===== src/rtl/two_way_cache_ctrl.sv =====
// Miss-handling controller for a two-way set-associative cache: hit/miss lookup,
// dirty-victim write-back burst, word-by-word refill and LRU update strobe.
module two_way_cache_ctrl #(
    parameter int unsigned ADDR_SIZE   = 32,
    parameter int unsigned NUM_SETS    = 16,
    parameter int unsigned BLOCK_WORDS = 4,
    localparam int unsigned WORD_BITS  = $clog2(BLOCK_WORDS),
    localparam int unsigned SET_BITS   = $clog2(NUM_SETS),
    localparam int unsigned TAG_SIZE   = ADDR_SIZE - 2 - WORD_BITS - SET_BITS
) (
    input  logic                 clk_i,
    input  logic                 rst_ni,
    input  logic                 req_valid_i,
    input  logic                 req_we_i,
    input  logic [ADDR_SIZE-1:0] req_addr_i,
    output logic                 req_ready_o,
    output logic                 resp_valid_o,
    input  logic                 hit_i,
    input  logic                 victim_dirty_i,
    input  logic [TAG_SIZE-1:0]  victim_tag_i,
    output logic [ADDR_SIZE-1:0] arr_addr_o,
    output logic                 arr_we_o,
    output logic                 fill_we_o,
    output logic                 lru_replace_o,
    output logic                 mem_req_valid_o,
    output logic                 mem_req_we_o,
    output logic [ADDR_SIZE-1:0] mem_req_addr_o,
    input  logic                 mem_req_ready_i,
    input  logic                 mem_rvalid_i
);

    localparam int unsigned WordLsb = 2;
    localparam int unsigned SetLsb  = WordLsb + WORD_BITS;
    localparam int unsigned TagLsb  = SetLsb + SET_BITS;
    localparam logic [WORD_BITS-1:0] LastWord = WORD_BITS'(BLOCK_WORDS - 1);

    typedef enum logic [2:0] {
        StIdle,
        StLookup,
        StWbReq,
        StRfReq,
        StRfWait,
        StDone
    } state_e;

    state_e                 state_q, state_d;
    logic [WORD_BITS-1:0]   cnt_q, cnt_d;
    logic [ADDR_SIZE-1:0]   addr_q, addr_d;
    logic                   we_q, we_d;

    logic [TAG_SIZE-1:0]    latched_tag;
    logic [SET_BITS-1:0]    latched_set;

    assign latched_tag = addr_q[ADDR_SIZE-1:TagLsb];
    assign latched_set = addr_q[TagLsb-1:SetLsb];

    always_ff @(posedge clk_i or negedge rst_ni) begin
        if (!rst_ni) begin
            state_q <= StIdle;
            cnt_q   <= '0;
            addr_q  <= '0;
            we_q    <= 1'b0;
        end else begin
            state_q <= state_d;
            cnt_q   <= cnt_d;
            addr_q  <= addr_d;
            we_q    <= we_d;
        end
    end

    always_comb begin
        state_d = state_q;
        cnt_d   = cnt_q;
        addr_d  = addr_q;
        we_d    = we_q;
        unique case (state_q)
            StIdle: begin
                if (req_valid_i) begin
                    addr_d  = req_addr_i;
                    we_d    = req_we_i;
                    state_d = StLookup;
                end
            end
            StLookup: begin
                if (hit_i) begin
                    state_d = StIdle;
                end else if (victim_dirty_i) begin
                    state_d = StWbReq;
                end else begin
                    state_d = StRfReq;
                end
            end
            StWbReq: begin
                if (mem_req_ready_i) begin
                    if (cnt_q == LastWord) begin
                        cnt_d   = '0;
                        state_d = StRfReq;
                    end else begin
                        cnt_d = cnt_q + WORD_BITS'(1);
                    end
                end
            end
            StRfReq: begin
                if (mem_req_ready_i) begin
                    state_d = StRfWait;
                end
            end
            StRfWait: begin
                if (mem_rvalid_i) begin
                    if (cnt_q != LastWord) begin
                        cnt_d   = cnt_q + WORD_BITS'(1);
                        state_d = StRfReq;
                    end else begin
                        cnt_d   = '0;
                        state_d = StDone;
                    end
                end
            end
            StDone: begin
                // Replay the original request; the freshly filled way now hits.
                state_d = StLookup;
            end
            default: begin
                state_d = StIdle;
            end
        endcase
    end

    always_comb begin
        req_ready_o     = 1'b0;
        resp_valid_o    = 1'b0;
        arr_we_o        = 1'b0;
        fill_we_o       = 1'b0;
        lru_replace_o   = 1'b0;
        mem_req_valid_o = 1'b0;
        mem_req_we_o    = 1'b0;
        mem_req_addr_o  = '0;
        arr_addr_o      = addr_q;
        unique case (state_q)
            StIdle: begin
                req_ready_o = 1'b1;
            end
            StLookup: begin
                resp_valid_o = hit_i;
                arr_we_o     = hit_i & we_q;
            end
            StWbReq: begin
                mem_req_valid_o                 = 1'b1;
                mem_req_we_o                    = 1'b1;
                mem_req_addr_o                  = {victim_tag_i, latched_set, cnt_q, 2'b00};
                arr_addr_o[SetLsb-1:WordLsb]    = cnt_q;
            end
            StRfReq: begin
                mem_req_valid_o                 = 1'b1;
                mem_req_addr_o                  = {latched_tag, latched_set, cnt_q, 2'b00};
                arr_addr_o[SetLsb-1:WordLsb]    = cnt_q;
            end
            StRfWait: begin
                fill_we_o                       = mem_rvalid_i;
                arr_addr_o[SetLsb-1:WordLsb]    = cnt_q;
            end
            StDone: begin
                lru_replace_o = 1'b1;
            end
            default: begin
            end
        endcase
    end

endmodule


===== config.mk =====
export PLATFORM = sky130hd
export DESIGN_NAME = two_way_cache_ctrl
export DESIGN_NICKNAME = d
export VERILOG_FILES = /design/src/rtl/two_way_cache_ctrl.sv
export SDC_FILE = /design/constraint.sdc
export NUM_CORES = 1
export LEC_CHECK = 0
export ABC_AREA = 1
export CAP_MARGIN = 20
export CORE_AREA = 2 2 82 84
export DETAILED_ROUTE_END_ITERATION = 10
export DIE_AREA = 0 0 84 86
export GPL_ROUTABILITY_DRIVEN = 0
export PLACE_DENSITY_LB_ADDON = 0.05
export SYNTH_ARGS = -nofsm -noshare
export SYNTH_HDL_FRONTEND = slang
export SYNTH_SLANG_ARGS = --single-unit

===== constraint.sdc =====
create_clock -name clk_i -period 1.82 [get_ports clk_i]
set_input_delay 0.364 -clock clk_i [delete_from_list [all_inputs] [get_ports clk_i]]
set_output_delay 0.364 -clock clk_i [all_outputs]
set_load 0.1 [all_outputs]

### After elaboration in Yosys (flattened, before gate mapping)

Index checks and enable logic that the tools add are counted.

| word-level totals | value |
|---|---|
| output and inout port bits | 71 |
| register bits after elaboration | 38 |
| logic and storage cells | 48 |
| input bits | 64 |

| cells by class | value |
|---|---|
| $add $sub $neg | 1 |
| mux-type cells | 23 |
| bitwise logic cells | 1 |
| reduce and logical (&&, ||, !) cells | 7 |
| eq/ne operators | 12 |

Operators by type and width:

| kind | count |
|---|---|
| $pmux W32 S2 | 1 |
| $mux W3 | 6 |
| $pmux W3 S6 | 1 |
| $mux W2 | 6 |
| $ne A2 B2 Y1 const B | 6 |
| $mux W1 | 8 |
| $eq A3 B2 Y1 const B | 2 |
| $eq A3 B3 Y1 const B | 2 |
| $reduce_and A5 Y1 | 1 |
| $pmux W2 S2 | 1 |
| $eq A3 B1 Y1 const B | 1 |
| $logic_not A3 Y1 | 1 |
| $reduce_and A3 Y1 | 1 |
| $reduce_or A3 Y1 | 1 |
| $add A2 B1 Y2 const B | 1 |
| $eq A2 B2 Y1 const B | 1 |
| $reduce_and A2 Y1 | 1 |
| $reduce_bool A2 Y1 | 1 |
| $reduce_or A2 Y1 | 1 |
| $and A1 B1 Y1 | 1 |

### Depth between registers and ports, before layout

| depth | value |
|---|---|
| word-level depth | 4 |
| gate-level depth with buffers | 8 |
| gate-level depth less buffers | 7 |

### Least setup slack after synthesis

Ideal clock, no wire load.

| timing path | value |
|---|---|
| path type | register -> output |
| start point | register state_q[1] |
| end point | output arr_addr_o[2] |
| required time | 1456 ps |
| cell stages (with the launch flop) | 7 |
| buffers on the path | 0 |
| data arrival time | 2654 ps |
| path slack | -1198 ps |
| cells stage by stage | dfrtp_1 > inv_2 > nor2_8 > inv_2 > nand2_1 > nor2_1 > a21oi_1 |

| between the ends | value |
|---|---|
| cells in the longest elaborated chain, start to end | 3 |
| elaborated cells between the ends (all ways) | 5 |
| those cells by class | eq/ne (3); mux (1); reduce/logical (1) |

Ends and longest elaborated chain:

| item | line | source |
|---|---|---|
| start, declared | 46 | `state_e state_q, state_d;` |
| start signal, assigned | 59 | `state_q <= StIdle;` |
| start signal, assigned | 64 | `state_q <= state_d;` |
| $eq A3 B3 Y1 or $eq A3 B2 Y1 (tied branches) | 139 | `unique case (state_q)` |
| $reduce_or A3 Y1 (no line) (*) | n/a |  |
| $mux W2 (*) | 139 |  |
| end, declared | 21 | `output logic [ADDR_SIZE-1:0] arr_addr_o,` |

Mark *: on every way between the ends. The rest lies on a longest branch, timed or not.

### Worst setup path in the final report

| timing path | value |
|---|---|
| start point | register state_q[1] |
| end point | output mem_req_addr_o[2] |

| between the ends | value |
|---|---|
| cells in the longest elaborated chain, start to end | 2 |
| elaborated cells between the ends (all ways) | 3 |
| those cells by class | eq/ne (2); mux (1) |

Ends and longest elaborated chain:

| item | line | source |
|---|---|---|
| $eq A3 B2 Y1 | 139 |  |
| $pmux W32 S2 (*) | 139 |  |
| end, declared | 27 | `output logic [ADDR_SIZE-1:0] mem_req_addr_o,` |

Marks and branches as above.

==> impl_metrics.toml <==
[sta]
post-route-period-util = 1.07
fin_crit_ps = 1950
finClkSkew_ps = 2.02
rsz0062_at_grt = "yes"
hold_violations = 0
fmax_ghz = 0.513
hold_ws_ps = 467
setup_viol = 36
final.setup.worst_slack_ps = -128
slew_viol_final = 0

[detailed_routing]
detail_route.wl_per_cell_um = 14.8
vias = 2510
first_pass_iters = 4
totalWireLength_um = 7830
drcViolationCount = 0
dr.first_iter.drc_count = 115
final_antenna_net_count = 0
via_per_inst = 4.74

[global_routing]
grt_first_pass_wirelength_um = 13300
antenna_found_initial = 0
grt_use_total = 0.229
grt.overflow.total = 0
grt_max_degree = 24
grt_pass1_vias = 2702

[synth]
yosys.area.top_type_share = 0.399
synth_area_um2 = 2380
avgSynthCellArea_um2 = 7.32
ys_ff_latch = 38
yosys_warnings = 0
synth.distinct_cells = 24
ys_seq_area_frac = 0.399
synthCells = 326
yosysTopAreaCell = "dfrtp_1"
synth_area_leaders = "dfrtp_1, nand2_1, buf_4, nand3_1, nand2_2"

[placement]
io_buffers = 132
post_dp_cell_area_um2 = 5070
placed_cells = 513
hpwl_um = 6250

[finish]
fin_area_um2 = 5310
layout_commonest_cell = "nand2_1"
fin_util = 0.845
area_delta_synth_final_pct = 122
layout-drive-gt1-share = 0.457
num_antenna_cells = 0
layout_common_cells = "nand2_1, buf_12, clkdlybuf4s50_1"
fin_nets = 519
layout.cells.non_filler = 530

[clock_network]
cts_max_path_buffers = 2
clock_sinks = 38
cts_buffers = 5
htree_num_levels = 2
clockRootBuffer = "clkbuf_8"
path_clk_slew_ps = 70
insertion_delay_ps = 280
cts_tree = "done"

[floorplanning]
core-area_um2 = 6280
initial_core_util = 0.380
die_w_um = 84
die_h_um = 86
io_pins = 135
num_rows = 29
dieArea_um2 = 7220

[worst_setup_path]
required_ps = 1460
crit_path_end_kind = "primary output"
r2r-end = "addr_q[24]"
rr_startpoint = "state_q[1]"
worstSetupPathType = "reg -> out"
r2r_slack_ps = 70
worstSetupStartpointType = "flop"
arrival_ps = 1580
worstPathMaxFanout = 6
rr_worst_depth = 9

[worst_hold_path]
min_path_type = "in -> async"

[flow_run]
cap_violations = 0

[outcome]
violations = "setup timing"
status = "finished with violations"
[repair_timing]
| item | CTS | global route |
|---|---|---|
| setup buffers | 5 | 5 |
| hold buffers | 1 | 0 |
| resized for setup | 24 | 4 |
| setup endpoints to repair | 37 | 37 |
| pin swaps | 4 | 2 |
| hold endpoints to repair | 7 | 0 |
[per-layer routing]
layer | wire, µm | vias up | track usage
met2 | 4280 | 88 | 0.433
li1 | - | 1222 | -
met1 | 2930 | 1191 | 0.250
met4 | 89 | 0 | 0.0484
met3 | 531 | 9 | 0.0751
met5 | 0 | - | 0
[cells by family (layout without fill, tap and decap cells)]
logic type	after synthesis	in the layout	share of synthesized area
buffers and inverters	64	190	0.179
other	1	2	0.00157
adders and majority gates	1	1	0.00525
DFF	38	38	0.399
and+or+nand+nor	211	211	0.390
AOI/OAI and AO/OA	11	11	0.0247
[Yosys cell counts]
library cell  instances
buf_2                 7
o21ai_0               5
a21oi_1               5
inv_4                 1
clkinv_2              1
clkbuf_1              2
ha_1                  1
conb_1                1
nor3_1                1
nor2_1               18
inv_2                 2
buf_6                 3
a21oi_2               1
inv_1                14
nor2_8                1
nand2_1             131
buf_4                32
nand3_1              36
buf_12                2
nand2_4               1
nor3_4                1
nand3b_1              1
dfrtp_1              38
nand2_2              21
[worst max path at each step]
stage                    start            endpoint  slack, ps  cells after the start
finish              state_q[1]   mem_req_addr_o[2]       -130                      7
global route        state_q[1]   mem_req_addr_o[9]       -200                      8
CTS                 state_q[1]   mem_req_addr_o[2]       -130                      7
detailed placement  state_q[2]        resp_valid_o         50                      7
global placement    state_q[1]  mem_req_addr_o[22]        110                      8
floorplan           state_q[0]       lru_replace_o       -300                      2
[layout make-up]
| cell class | instances | area, µm² |
|---|---|---|
| repair buffers | 166 | 2330 |
| multi-input cells | 225 | 1750 |
| fillers | 352 | 972 |
| flip-flops and latches | 38 | 953 |
| well taps | 77 | 96.3 |
| inverters | 18 | 91.3 |
| clock buffers | 6 | 82.6 |
[registers in the layout, summed over array words and instances (netlist names)]
| register | count |
|---|---|
| we_q | 1 |
| state_q | 3 |
| cnt_q | 2 |
| addr_q | 32 |
[stage by stage]
stage               setup WS, ps  TNS (ps)
floorplan                   -301     -4130
global placement             109         0
detailed placement          52.6         0
CTS                         -129     -4050
global route                -199     -6630
finish                      -128     -3980
[critical path, stage by stage (launching register included)]
cell	delay [ps]
dfrtp_2	410
inv_4	60
nor2_8	130
buf_6	160
inv_8	40
buf_4	190
nor2_4	110
buf_12	180
Power is left out: the tool's default activity adds up to more than one toggle a clock period on the data nets, which glitch-free logic cannot reach.
